--- config.mk ---
export PLATFORM = sky130hd
export DESIGN_NAME = exc_ctrl_flat
export DESIGN_NICKNAME = d
export VERILOG_FILES = /design/src/rtl/exc_ctrl_if.sv /design/src/rtl/exc_ctrl.sv /design/src/flat_wrapper.sv
export SDC_FILE = /design/constraint.sdc
export NUM_CORES = 1
export LEC_CHECK = 0
export ABC_AREA = 1
export CELL_PAD_IN_SITES_DETAIL_PLACEMENT = 2
export CELL_PAD_IN_SITES_GLOBAL_PLACEMENT = 2
export CORE_MARGIN = 5
export CORE_UTILIZATION = 31
export DETAILED_ROUTE_END_ITERATION = 10
export MAX_ROUTING_LAYER = met4
export PLACE_DENSITY = 0.93
export REMOVE_ABC_BUFFERS = 1
export SLEW_MARGIN = 0
export SYNTH_ARGS = -nofsm -noshare
export SYNTH_HDL_FRONTEND = slang
export SYNTH_SLANG_ARGS = --single-unit
export TNS_END_PERCENT = 20
--- constraint.sdc ---
create_clock -name clk -period 3.2 [get_ports clk]
set_input_delay 0.96 -clock clk [delete_from_list [all_inputs] [get_ports clk]]
set_output_delay 0.96 -clock clk [all_outputs]
set_load 0.02 [all_outputs]
--- src/rtl/exc_ctrl_if.sv ---
// Signal bundle between decode/CP0 (master side) and the exception sequencer exc_ctrl (slave side).
interface exc_ctrl_if;
  logic [31:0] pc_i;
  logic        syscall_i;
  logic        break_i;
  logic        teq_i;
  logic        eret_i;
  logic [31:0] status_i;
  logic [31:0] exc_addr_i;
  logic        exception_o;
  logic        eret_o;
  logic [1:0]  cause_o;
  logic [31:0] epc_o;
  logic        redirect_o;
  logic [31:0] redirect_pc_o;
  logic        in_handler_o;

  modport master (
    output pc_i, syscall_i, break_i, teq_i, eret_i, status_i, exc_addr_i,
    input  exception_o, eret_o, cause_o, epc_o, redirect_o, redirect_pc_o, in_handler_o
  );

  modport slave (
    input  pc_i, syscall_i, break_i, teq_i, eret_i, status_i, exc_addr_i,
    output exception_o, eret_o, cause_o, epc_o, redirect_o, redirect_pc_o, in_handler_o
  );
endinterface

--- src/rtl/exc_ctrl.sv ---
// Exception sequencer ahead of CP0: admits, prioritises and sequences traps, with no nesting until eret.
// Optional external interrupt input is enabled by defining EXC_EXT_INT_EN.
module exc_ctrl #(
  parameter logic [31:0] EXC_VECTOR = 32'h0040_0004
) (
  input  logic       clk,
  input  logic       rst,
`ifdef EXC_EXT_INT_EN
  input  logic       ext_int_i,
`endif
  exc_ctrl_if.slave  bus
);

  typedef enum logic [1:0] {
    ST_IDLE    = 2'd0,
    ST_ENTER   = 2'd1,
    ST_HANDLER = 2'd2
  } state_t;

  state_t      state_r, next_state_s;
  logic [3:0]  pending_r, pending_s, accepted_s, pend_all_s, win_s;
  logic [31:0] pc_r [4];
  logic [1:0]  win_idx_s, win_cause_s;
  logic [31:0] win_epc_s;
  logic        take_s, ext_req_s;
  logic        exception_r, eret_r, redirect_r, in_handler_r;
  logic        exception_s, eret_s, redirect_s, in_handler_s;
  logic [1:0]  cause_r, cause_s;
  logic [31:0] epc_r, epc_s, redirect_pc_r, redirect_pc_s;
  logic        unused_s;

`ifdef EXC_EXT_INT_EN
  logic [1:0] ext_sync_r;
  // Two-flop synchroniser for the asynchronous interrupt level.
  always_ff @(posedge clk or negedge rst) begin
    if (!rst) begin
      ext_sync_r <= 2'b00;
    end else begin
      ext_sync_r <= {ext_sync_r[0], ext_int_i};
    end
  end
  assign ext_req_s = ext_sync_r[1];
  assign unused_s  = ^{bus.status_i[31:5]};
`else
  assign ext_req_s = 1'b0;
  assign unused_s  = ^{bus.status_i[31:4]};
`endif

  // Admission filter: a request only survives if globally and individually enabled.
  always_comb begin
    accepted_s = 4'b0000;
    if (bus.status_i[0]) begin
      accepted_s[0] = bus.syscall_i & bus.status_i[1];
      accepted_s[1] = bus.break_i   & bus.status_i[2];
      accepted_s[2] = bus.teq_i     & bus.status_i[3];
      accepted_s[3] = ext_req_s     & bus.status_i[4];
    end else begin
      accepted_s = 4'b0000;
    end
  end

  assign pend_all_s = pending_r | accepted_s;

  // Fixed priority teq > break > ext > syscall over stored and newly accepted requests.
  always_comb begin
    win_s       = 4'b0000;
    win_idx_s   = 2'd0;
    win_cause_s = 2'b00;
    if (pend_all_s[2]) begin
      win_s = 4'b0100; win_idx_s = 2'd2; win_cause_s = 2'b11;
    end else if (pend_all_s[1]) begin
      win_s = 4'b0010; win_idx_s = 2'd1; win_cause_s = 2'b01;
    end else if (pend_all_s[3]) begin
      win_s = 4'b1000; win_idx_s = 2'd3; win_cause_s = 2'b10;
    end else if (pend_all_s[0]) begin
      win_s = 4'b0001; win_idx_s = 2'd0; win_cause_s = 2'b00;
    end else begin
      win_s = 4'b0000; win_idx_s = 2'd0; win_cause_s = 2'b00;
    end
  end

  // An older pending entry keeps its own PC; a fresh one uses the PC in decode now.
  assign win_epc_s = pending_r[win_idx_s] ? pc_r[win_idx_s] : bus.pc_i;
  assign take_s    = (state_r == ST_IDLE) && (|pend_all_s);
  assign pending_s = pend_all_s & ~(take_s ? win_s : 4'b0000);

  // Pending bits and per-bit PCs; a repeat of an already pending kind merges into it.
  always_ff @(posedge clk or negedge rst) begin
    if (!rst) begin
      pending_r <= 4'b0000;
      for (int k = 0; k < 4; k++) pc_r[k] <= 32'h0000_0000;
    end else begin
      pending_r <= pending_s;
      for (int k = 0; k < 4; k++) begin
        if (accepted_s[k] && !pending_r[k]) pc_r[k] <= bus.pc_i;
      end
    end
  end

  // State register.
  always_ff @(posedge clk or negedge rst) begin
    if (!rst) state_r <= ST_IDLE;
    else      state_r <= next_state_s;
  end

  // Next-state logic.
  always_comb begin
    next_state_s = state_r;
    case (state_r)
      ST_IDLE:    next_state_s = take_s ? ST_ENTER : ST_IDLE;
      ST_ENTER:   next_state_s = ST_HANDLER;
      ST_HANDLER: next_state_s = bus.eret_i ? ST_IDLE : ST_HANDLER;
      default:    next_state_s = ST_IDLE;
    endcase
  end

  // Output values for the next cycle; data outputs hold when nothing is issued.
  always_comb begin
    exception_s   = 1'b0;
    eret_s        = 1'b0;
    redirect_s    = 1'b0;
    cause_s       = cause_r;
    epc_s         = epc_r;
    redirect_pc_s = redirect_pc_r;
    in_handler_s  = (next_state_s == ST_HANDLER);
    if (take_s) begin
      exception_s   = 1'b1;
      redirect_s    = 1'b1;
      cause_s       = win_cause_s;
      epc_s         = win_epc_s;
      redirect_pc_s = EXC_VECTOR;
    end else if ((state_r == ST_HANDLER) && bus.eret_i) begin
      eret_s        = 1'b1;
      redirect_s    = 1'b1;
      redirect_pc_s = bus.exc_addr_i;
    end else begin
      exception_s   = 1'b0;
      eret_s        = 1'b0;
    end
  end

  // Output registers.
  always_ff @(posedge clk or negedge rst) begin
    if (!rst) begin
      exception_r   <= 1'b0;
      eret_r        <= 1'b0;
      redirect_r    <= 1'b0;
      in_handler_r  <= 1'b0;
      cause_r       <= 2'b00;
      epc_r         <= 32'h0000_0000;
      redirect_pc_r <= 32'h0000_0000;
    end else begin
      exception_r   <= exception_s;
      eret_r        <= eret_s;
      redirect_r    <= redirect_s;
      in_handler_r  <= in_handler_s;
      cause_r       <= cause_s;
      epc_r         <= epc_s;
      redirect_pc_r <= redirect_pc_s;
    end
  end

  assign bus.exception_o   = exception_r;
  assign bus.eret_o        = eret_r;
  assign bus.redirect_o    = redirect_r;
  assign bus.in_handler_o  = in_handler_r;
  assign bus.cause_o       = cause_r;
  assign bus.epc_o         = epc_r;
  assign bus.redirect_pc_o = redirect_pc_r;

endmodule

--- src/flat_wrapper.sv ---
// flat-port wrapper written by rule: the top's interface ports become plain ports
module exc_ctrl_flat 
#(
  parameter logic [31:0] EXC_VECTOR = 32'h0040_0004
)
  (clk, rst, bus_pc_i, bus_syscall_i, bus_break_i, bus_teq_i, bus_eret_i, bus_status_i, bus_exc_addr_i, bus_exception_o, bus_eret_o, bus_cause_o, bus_epc_o, bus_redirect_o, bus_redirect_pc_o, bus_in_handler_o);
  exc_ctrl_if bus_i ();
  input  logic clk;
  input  logic rst;
  input wire logic [$bits(bus_i.pc_i)-1:0] bus_pc_i;
  input wire logic [$bits(bus_i.syscall_i)-1:0] bus_syscall_i;
  input wire logic [$bits(bus_i.break_i)-1:0] bus_break_i;
  input wire logic [$bits(bus_i.teq_i)-1:0] bus_teq_i;
  input wire logic [$bits(bus_i.eret_i)-1:0] bus_eret_i;
  input wire logic [$bits(bus_i.status_i)-1:0] bus_status_i;
  input wire logic [$bits(bus_i.exc_addr_i)-1:0] bus_exc_addr_i;
  output wire logic [$bits(bus_i.exception_o)-1:0] bus_exception_o;
  output wire logic [$bits(bus_i.eret_o)-1:0] bus_eret_o;
  output wire logic [$bits(bus_i.cause_o)-1:0] bus_cause_o;
  output wire logic [$bits(bus_i.epc_o)-1:0] bus_epc_o;
  output wire logic [$bits(bus_i.redirect_o)-1:0] bus_redirect_o;
  output wire logic [$bits(bus_i.redirect_pc_o)-1:0] bus_redirect_pc_o;
  output wire logic [$bits(bus_i.in_handler_o)-1:0] bus_in_handler_o;
  assign bus_i.pc_i = bus_pc_i;
  assign bus_i.syscall_i = bus_syscall_i;
  assign bus_i.break_i = bus_break_i;
  assign bus_i.teq_i = bus_teq_i;
  assign bus_i.eret_i = bus_eret_i;
  assign bus_i.status_i = bus_status_i;
  assign bus_i.exc_addr_i = bus_exc_addr_i;
  assign bus_exception_o = bus_i.exception_o;
  assign bus_eret_o = bus_i.eret_o;
  assign bus_cause_o = bus_i.cause_o;
  assign bus_epc_o = bus_i.epc_o;
  assign bus_redirect_o = bus_i.redirect_o;
  assign bus_redirect_pc_o = bus_i.redirect_pc_o;
  assign bus_in_handler_o = bus_i.in_handler_o;
  exc_ctrl #(.EXC_VECTOR(EXC_VECTOR)) u_core (.clk(clk), .rst(rst), .bus(bus_i));
endmodule
# Word level (Yosys, flattened, before mapping)
# Cells that the tools add are included.
[word_totals] inputBits=102 register_bits=204 out_inout_bits=70
[op_classes] eq_ne=3 magnitude_cmp=2 reduce_logical=13 mux=27 bitwise=7
[ops] op="32-bit 2-to-1 mux" count=5
[ops] op="32-bit binary-select mux with 2-bit select" count=1
[ops] op="4-bit 2-to-1 mux" count=4
[ops] op="2-bit 2-to-1 mux" count=7
[ops] op="1-bit 2-to-1 mux" count=7
[ops] op="2-bit case mux with 3 select lines" count=1
[ops] op="1-bit logical AND" count=5
[ops] op="4-bit bitwise AND" count=1
[ops] op="2-bit == test (second input constant)" count=2
[ops] op="1-bit logical NOT" count=4
[ops] op="4-bit NOT" count=1
[ops] op="4-bit OR" count=1
[ops] op="4-bit OR reduction" count=1
[ops] op="1-bit bitwise AND" count=3
[ops] op="3-bit greater-or-equal comparator (second input constant)" count=1
[ops] op="2-bit by 3-bit < comparator with 1-bit output (second input constant)" count=1
[ops] op="3-bit 2-to-1 mux" count=1
[ops] op="2-bit NOT with 3-bit output" count=1
[ops] op="1-bit binary-select mux with 2-bit select" count=1
[ops] op="2-bit by 1-bit == test with 1-bit output (second input constant)" count=1
[ops] op="2-bit logical NOT" count=1
[ops] op="2-bit nonzero test" count=1
[ops] op="1-bit logical AND (first input constant)" count=1

# Depth between registers and ports, before layout
[depth] word_depth=11 mapped_depth=12 depth_no_buf=10

# Worst setup path after synthesis
# OpenSTA, ideal clock, no wires.
[synth_timing] path_type="input -> register" from="in bus_status_i[3]" to="reg u_core.epc_r[0] (netlist: u_core.bus.epc_o[0])" t_required_ps=3083 arrival_time_ps=2033 path_buffers=2 cell_stages=12 path_slack_ps=1049 cell_sequence="nand3_1 nand2_1 inv_2 buf_2 nand2_4 nand2_2 nand2_1 nand2_1 buf_2 nand2_1 nand3_1 nand2_1"
[synth_between] elab_chain_cells=9 elab_cells_between_ends=13 classes_between="8 x mux; 3 x bitwise; 2 x reduce/logical"
[synth_rtl] item="from (decl)" line_no="flat_wrapper.sv:15" rtl="input wire logic [$bits(bus_i.status_i)-1:0] bus_status_i;"
[synth_rtl] item="1-bit bitwise AND *" line_no="exc_ctrl.sv:55" rtl="accepted_s[2] = bus.teq_i & bus.status_i[3];"
[synth_rtl] item="3-bit 2-to-1 mux *" line_no="exc_ctrl.sv:52" rtl="if (bus.status_i[0]) begin"
[synth_rtl] item="4-bit OR *" line_no="exc_ctrl.sv:62" rtl="assign pend_all_s = pending_r | accepted_s;"
[synth_rtl] item="2-bit 2-to-1 mux" line_no="exc_ctrl.sv:69" rtl="if (pend_all_s[2]) begin"
[synth_rtl] item="2-bit NOT with 3-bit output (not written as such)" line_no="exc_ctrl.sv:83" rtl="assign win_epc_s = pending_r[win_idx_s] ? pc_r[win_idx_s] : bus.pc_i;"
[synth_rtl] item="32-bit binary-select mux with 2-bit select" line_no="exc_ctrl.sv:83"
[synth_rtl] item="32-bit 2-to-1 mux (not written as such) (2 in series)" line_no="exc_ctrl.sv:83"
[synth_rtl] item="32-bit 2-to-1 mux" line_no="exc_ctrl.sv:83"
[synth_rtl] item="to (signal assigned)" line_no="exc_ctrl.sv:158" rtl="epc_r <= epc_s;"
[synth_rtl] item="to (decl)" line_no="exc_ctrl.sv:29" rtl="logic [31:0] epc_r, epc_s, redirect_pc_r, redirect_pc_s;"
# Every way passes the cells marked *; elsewhere a longest branch is shown, timed or not. The select of a mux whose other input is x is not followed.
# A chain may end at the register's enable or synchronous reset.

# Worst setup path after layout
[layout_timing] from="in bus_status_i[0]" to="reg u_core.redirect_pc_r[10] (netlist: u_core.bus.redirect_pc_o[10])"
[layout_between] elab_chain_cells=5 elab_cells_between_ends=6 classes_between="2 x mux; 1 x bitwise; 3 x reduce/logical"
[layout_rtl] item="3-bit 2-to-1 mux *" line_no="exc_ctrl.sv:52"
[layout_rtl] item="4-bit OR *" line_no="exc_ctrl.sv:62"
[layout_rtl] item="4-bit OR reduction *" line_no="exc_ctrl.sv:84" rtl="assign take_s = (state_r == ST_IDLE) && (|pend_all_s);"
[layout_rtl] item="1-bit logical AND *" line_no="exc_ctrl.sv:84"
[layout_rtl] item="32-bit 2-to-1 mux or 2-bit nonzero test (tied branches)"
[layout_rtl] item="to (signal assigned)" line_no="exc_ctrl.sv:159" rtl="redirect_pc_r <= redirect_pc_s;"
[layout_rtl] item="to (decl)" line_no="exc_ctrl.sv:29"
# Every way passes the cells marked *; elsewhere a longest branch is shown, timed or not.

==> key figures <==
Power and ir drop
  – Clock network power share: 0.187
  – Internal power of the cells: 6.27 mW
  – Total power per unit cell area: 1090 nW/um^2
  – Pleak: 5.04 nW
  – Net switching power of the design: 4.76 mW
  – Logic pwr share: 0.479
  – Highest ir drop seen on vdd: 421 uV
  – Flop pwr share: 0.335
  – Fraction of power spent switching nets: 0.432

Logic synthesis
  – Main combinational cell family by area after synthesis: simple AND/OR/NAND/NOR gates
  – Mux contribution to synthesized area: 0
  – Parity-gate share of the synthesized area counting xor and xnor cells: 0
  – Area contributors post-synth: sky130_fd_sc_hd__dfrtp_1 (56%), sky130_fd_sc_hd__nand2_1 (16%), sky130_fd_sc_hd__o21ai_0 (6.5%)
  – Post-synthesis instance total: 979
  – Adder and majority cell fraction of the synthesized area: 0
  – Area of the mapped netlist: 7680 sq um
  – Yosys warning count: 0
  – Share of the yosys chip area belonging to registers: 0.557
  – Leading area contributor after synthesis: sky130_fd_sc_hd__dfrtp_1
  – Most used DFF post-synth: sky130_fd_sc_hd__dfrtp_1
  – Fraction of synthesized cell area taken by the top area cell type: 0.557
  – Synth Register Bits: 171
  – Compound-Gate Fraction of Synth Area: 0.111
  – Post-synth ARST share: 1.00
  – Number of enable flip-flop cells after synthesis: 0
  – Count of cell types in the netlist: 20
  – Fraction of the mapped netlist area in simple logic gates: 0.247
  – Average cell area after synthesis: 7.84 sq um

GRT
  – Via count of the first global-routing pass: 8405
  – Maximum number of pins on one net before global-route repair: 66
  – GRT Residual Overflow: 0
  – Overall fraction of global-route tracks in use: 0.217
  – Wire length of the first global-routing pass: 46.3 mm
  – Initial antenna violation count: 2

STA
  – Period utilization: 0.887
  – Worst max-slew margin expressed relative to the limit: 0.539
  – Final setup violating endpoints: 0
  – Unrepaired setup endpoints after global routing: false
  – Count of final max-slew check failures: 0
  – Achievable frequency: 0.352 GHz
  – Slew at the pin with the worst max-slew slack: 692 ps
  – Min cycle time layout: 2840 ps
  – Total negative slack for setup checks: 0 ps
  – Setup Skew: 12.2 ps
  – Worst Hold Margin: 481 ps
  – Count of endpoints failing hold in the final timing report: 0

Clocking
  – Clock sinks: 171
  – Inserted Clock Buffers: 17
  – CTS Hold Bufs: 0
  – CTS tree: done
  – Total number of H-tree levels: 4
  – Longest Clk Path Bufs: 2
  – Master cell of the clock root buffer: sky130_fd_sc_hd__clkbuf_16
  – Clock-pin slew on the worst setup and hold paths: 70 ps
  – # resized after CTS: 0
  – Clk_lat worst skew: 440 ps
  – Post-CTS repair timing setup buffer count: 0

Floorplan
  – Width of the chip: 167 microns
  – Area enclosed by the die boundary: 28000 sq um
  – Die height: 167 microns
  – Initial core utilization: 0.315
  – Std cell rows: 57
  – Number of ports placed on the die boundary: 172
  – Placeable core area: 24400 sq um

Routing
  – Vias after detailed routing: 7111
  – Vias per std cell: 4.91
  – Drt first-iter violations: 318
  – Post-DRT Antenna Nets: 0
  – Total iterations of the first detailed-routing run: 4
  – Average wire length per cell after detail routing: 19.9 microns
  – # DRC: 0
  – Final wirelength: 28.8 mm

Worst setup path
  – Launching point of the worst reg2reg path: u_core.pending_r[2]$_DFF_PN0_
  – Required time at the endpoint of the critical path: 3570 ps
  – Nature of the critical path startpoint: primary input
  – Critical path fanouts, max: 38
  – Register-to-register setup slack: 1190 ps
  – Data arrival time of the critical path: 3210 ps
  – Kind of critical path: primary input to register
  – Worst-case reg-to-reg path depth: 9
  – Worst reg2reg path endpoint: u_core.bus.redirect_pc_o[10]$_DFFE_PN0P_
  – Setup crit end kind: register

Placement
  – Detailed placement HPWL: 18.1 mm
  – Routability congestion estimate from global placement: 0.742
  – Number of buffers added on ports: 143

Layout
  – Area added between synthesis and finish: 32.4%
  – Final core occ: 0.417
  – Final nets: 1212
  – Layout cells sized above 1: 0.0614
  – FF/Latch Area: 4280 sq um
  – Footprint of the multi-input gates: 2760 sq um
  – Fill cells: 2734

Worst hold path
  – Launch instance of the worst min-delay path: u_core.bus.epc_o[9]$_DFFE_PN0P_
  – Type of the worst min-delay path: register to register
  – Min-Delay Endpoint: u_core.bus.epc_o[9]$_DFFE_PN0P_
  – Cells on Worst Hold Path: 2

Run
  – Count of maximum capacitance violations: 0

Outcome
  – Run status: finished, final reports clean
==> placed cells by master (no fill, tap or decap), drive strengths merged <==
master and instances:
inv 108, a31oi 2, nand2 326, diode 2
clkbuf 22, clkinv 5, o21a 1, nand3 69
nand4 2, o21ai 99, bufinv 1, a21oi 65
dfrtp 171, nor2 78, nor3 1, clkinvlp 4
buf 27, clkdlybuf4s50 142
==> worst max-delay path: stages <==
cell and delay [ps]:
sky130_fd_sc_hd__clkdlybuf4s50_1 510, sky130_fd_sc_hd__nand3_1 230, sky130_fd_sc_hd__nand2_1 160, sky130_fd_sc_hd__inv_2 150, sky130_fd_sc_hd__buf_4 230, sky130_fd_sc_hd__nand3_1 110
sky130_fd_sc_hd__nand2_2 110, sky130_fd_sc_hd__buf_4 380, sky130_fd_sc_hd__nand3_1 180, sky130_fd_sc_hd__nand2_1 160
==> power by group through the flow <==
stage | logic, mW | registers, mW | clock network, mW
2_1_floorplan | 2.36 | 4.09 | 0
3_3_place_gp | 5.00 | 3.62 | 0
3_5_place_dp | 5.27 | 3.70 | 0
4_1_cts | 5.40 | 3.70 | 2.12
5_1_grt | 5.88 | 3.81 | 2.21
6_report | 5.28 | 3.69 | 2.06
==> sequential cells by signal (all words and copies together) (netlist names) <==
register and count:
u_core.bus.cause_o 2, u_core.pc_r 96, u_core.bus.epc_o 32, u_core.bus.eret_o 1
u_core.state_r 2, u_core.pending_r 4, u_core.bus.redirect_o 1, u_core.bus.redirect_pc_o 32
u_core.bus.in_handler_o 1
==> final cells by class <==
type	instances	area share
multi-input combinational	643	0.272
clock buffer	22	0.0466
inverter	108	0.0399
tap	324	0.0399
antenna	2	0.000492
clock inverter	10	0.00911
sequential	171	0.421
timing repair buffer	169	0.171
==> cells by family (layout without fill, tap and decap cells) <==
logic type,count (synthesis),in the layout
simple gates,476,476
compound gates,167,167
buf+inv,165,309
flops,171,171
other cells,0,2
==> synth_stat cells (2+ instances only) <==
master / number
sky130_fd_sc_hd__a31oi_1: 2
sky130_fd_sc_hd__nand4_1: 2
sky130_fd_sc_hd__inv_1: 105
sky130_fd_sc_hd__nand2_1: 324
sky130_fd_sc_hd__nand3_1: 68
sky130_fd_sc_hd__dfrtp_1: 171
sky130_fd_sc_hd__a21oi_1: 64
sky130_fd_sc_hd__o21ai_0: 99
sky130_fd_sc_hd__buf_2: 22
sky130_fd_sc_hd__nor2_1: 77
sky130_fd_sc_hd__clkbuf_1: 34
sky130_fd_sc_hd__inv_2: 3
==> layer usage <==
| metal | vias to the layer above | part of all wire | global-route usage |
|---|---|---|---|
| met4 | 0 | 0.0085 | 0.0438 |
| met3 | 20 | 0.073 | 0.0745 |
| met5 | - | 0 | - |
| li1 | 3310 | - | - |
| met1 | 3611 | 0.39 | 0.235 |
| met2 | 170 | 0.53 | 0.388 |
==> worst max-delay path by stage <==
| stage | startpoint | end | slack, ps | depth (start not counted) |
|---|---|---|---|---|
| 5_1_grt | bus_status_i[0] | u_core.bus.redirect_pc_o[10]$_DFFE_PN0P_ | 230 | 10 |
| 6_report | bus_status_i[0] | u_core.bus.redirect_pc_o[10]$_DFFE_PN0P_ | 360 | 10 |
| 4_1_cts | bus_status_i[0] | u_core.bus.redirect_pc_o[10]$_DFFE_PN0P_ | 350 | 10 |
| 3_5_place_dp | bus_status_i[0] | u_core.bus.redirect_pc_o[22]$_DFFE_PN0P_ | -20 | 9 |
| 3_3_place_gp | bus_status_i[0] | u_core.bus.redirect_pc_o[2]$_DFFE_PN0P_ | 140 | 9 |
| 2_1_floorplan | bus_teq_i | u_core.bus.epc_o[0]$_DFFE_PN0P_ | -720 | 7 |
==> through the flow <==
step                instances  setup WS [ps]  instance area, sq um  power, mW
CTS                      1447            352                 10200       11.2
global route             1449            235                 10200       11.9
floorplan                 922           -715                  7430       6.45
finish                   1449            361                 10200       11.0
detailed placement       1415          -17.1                  9590       8.97
global placement         1415            137                  9590       8.62
Note: power is estimated with default switching activity, not from simulation.
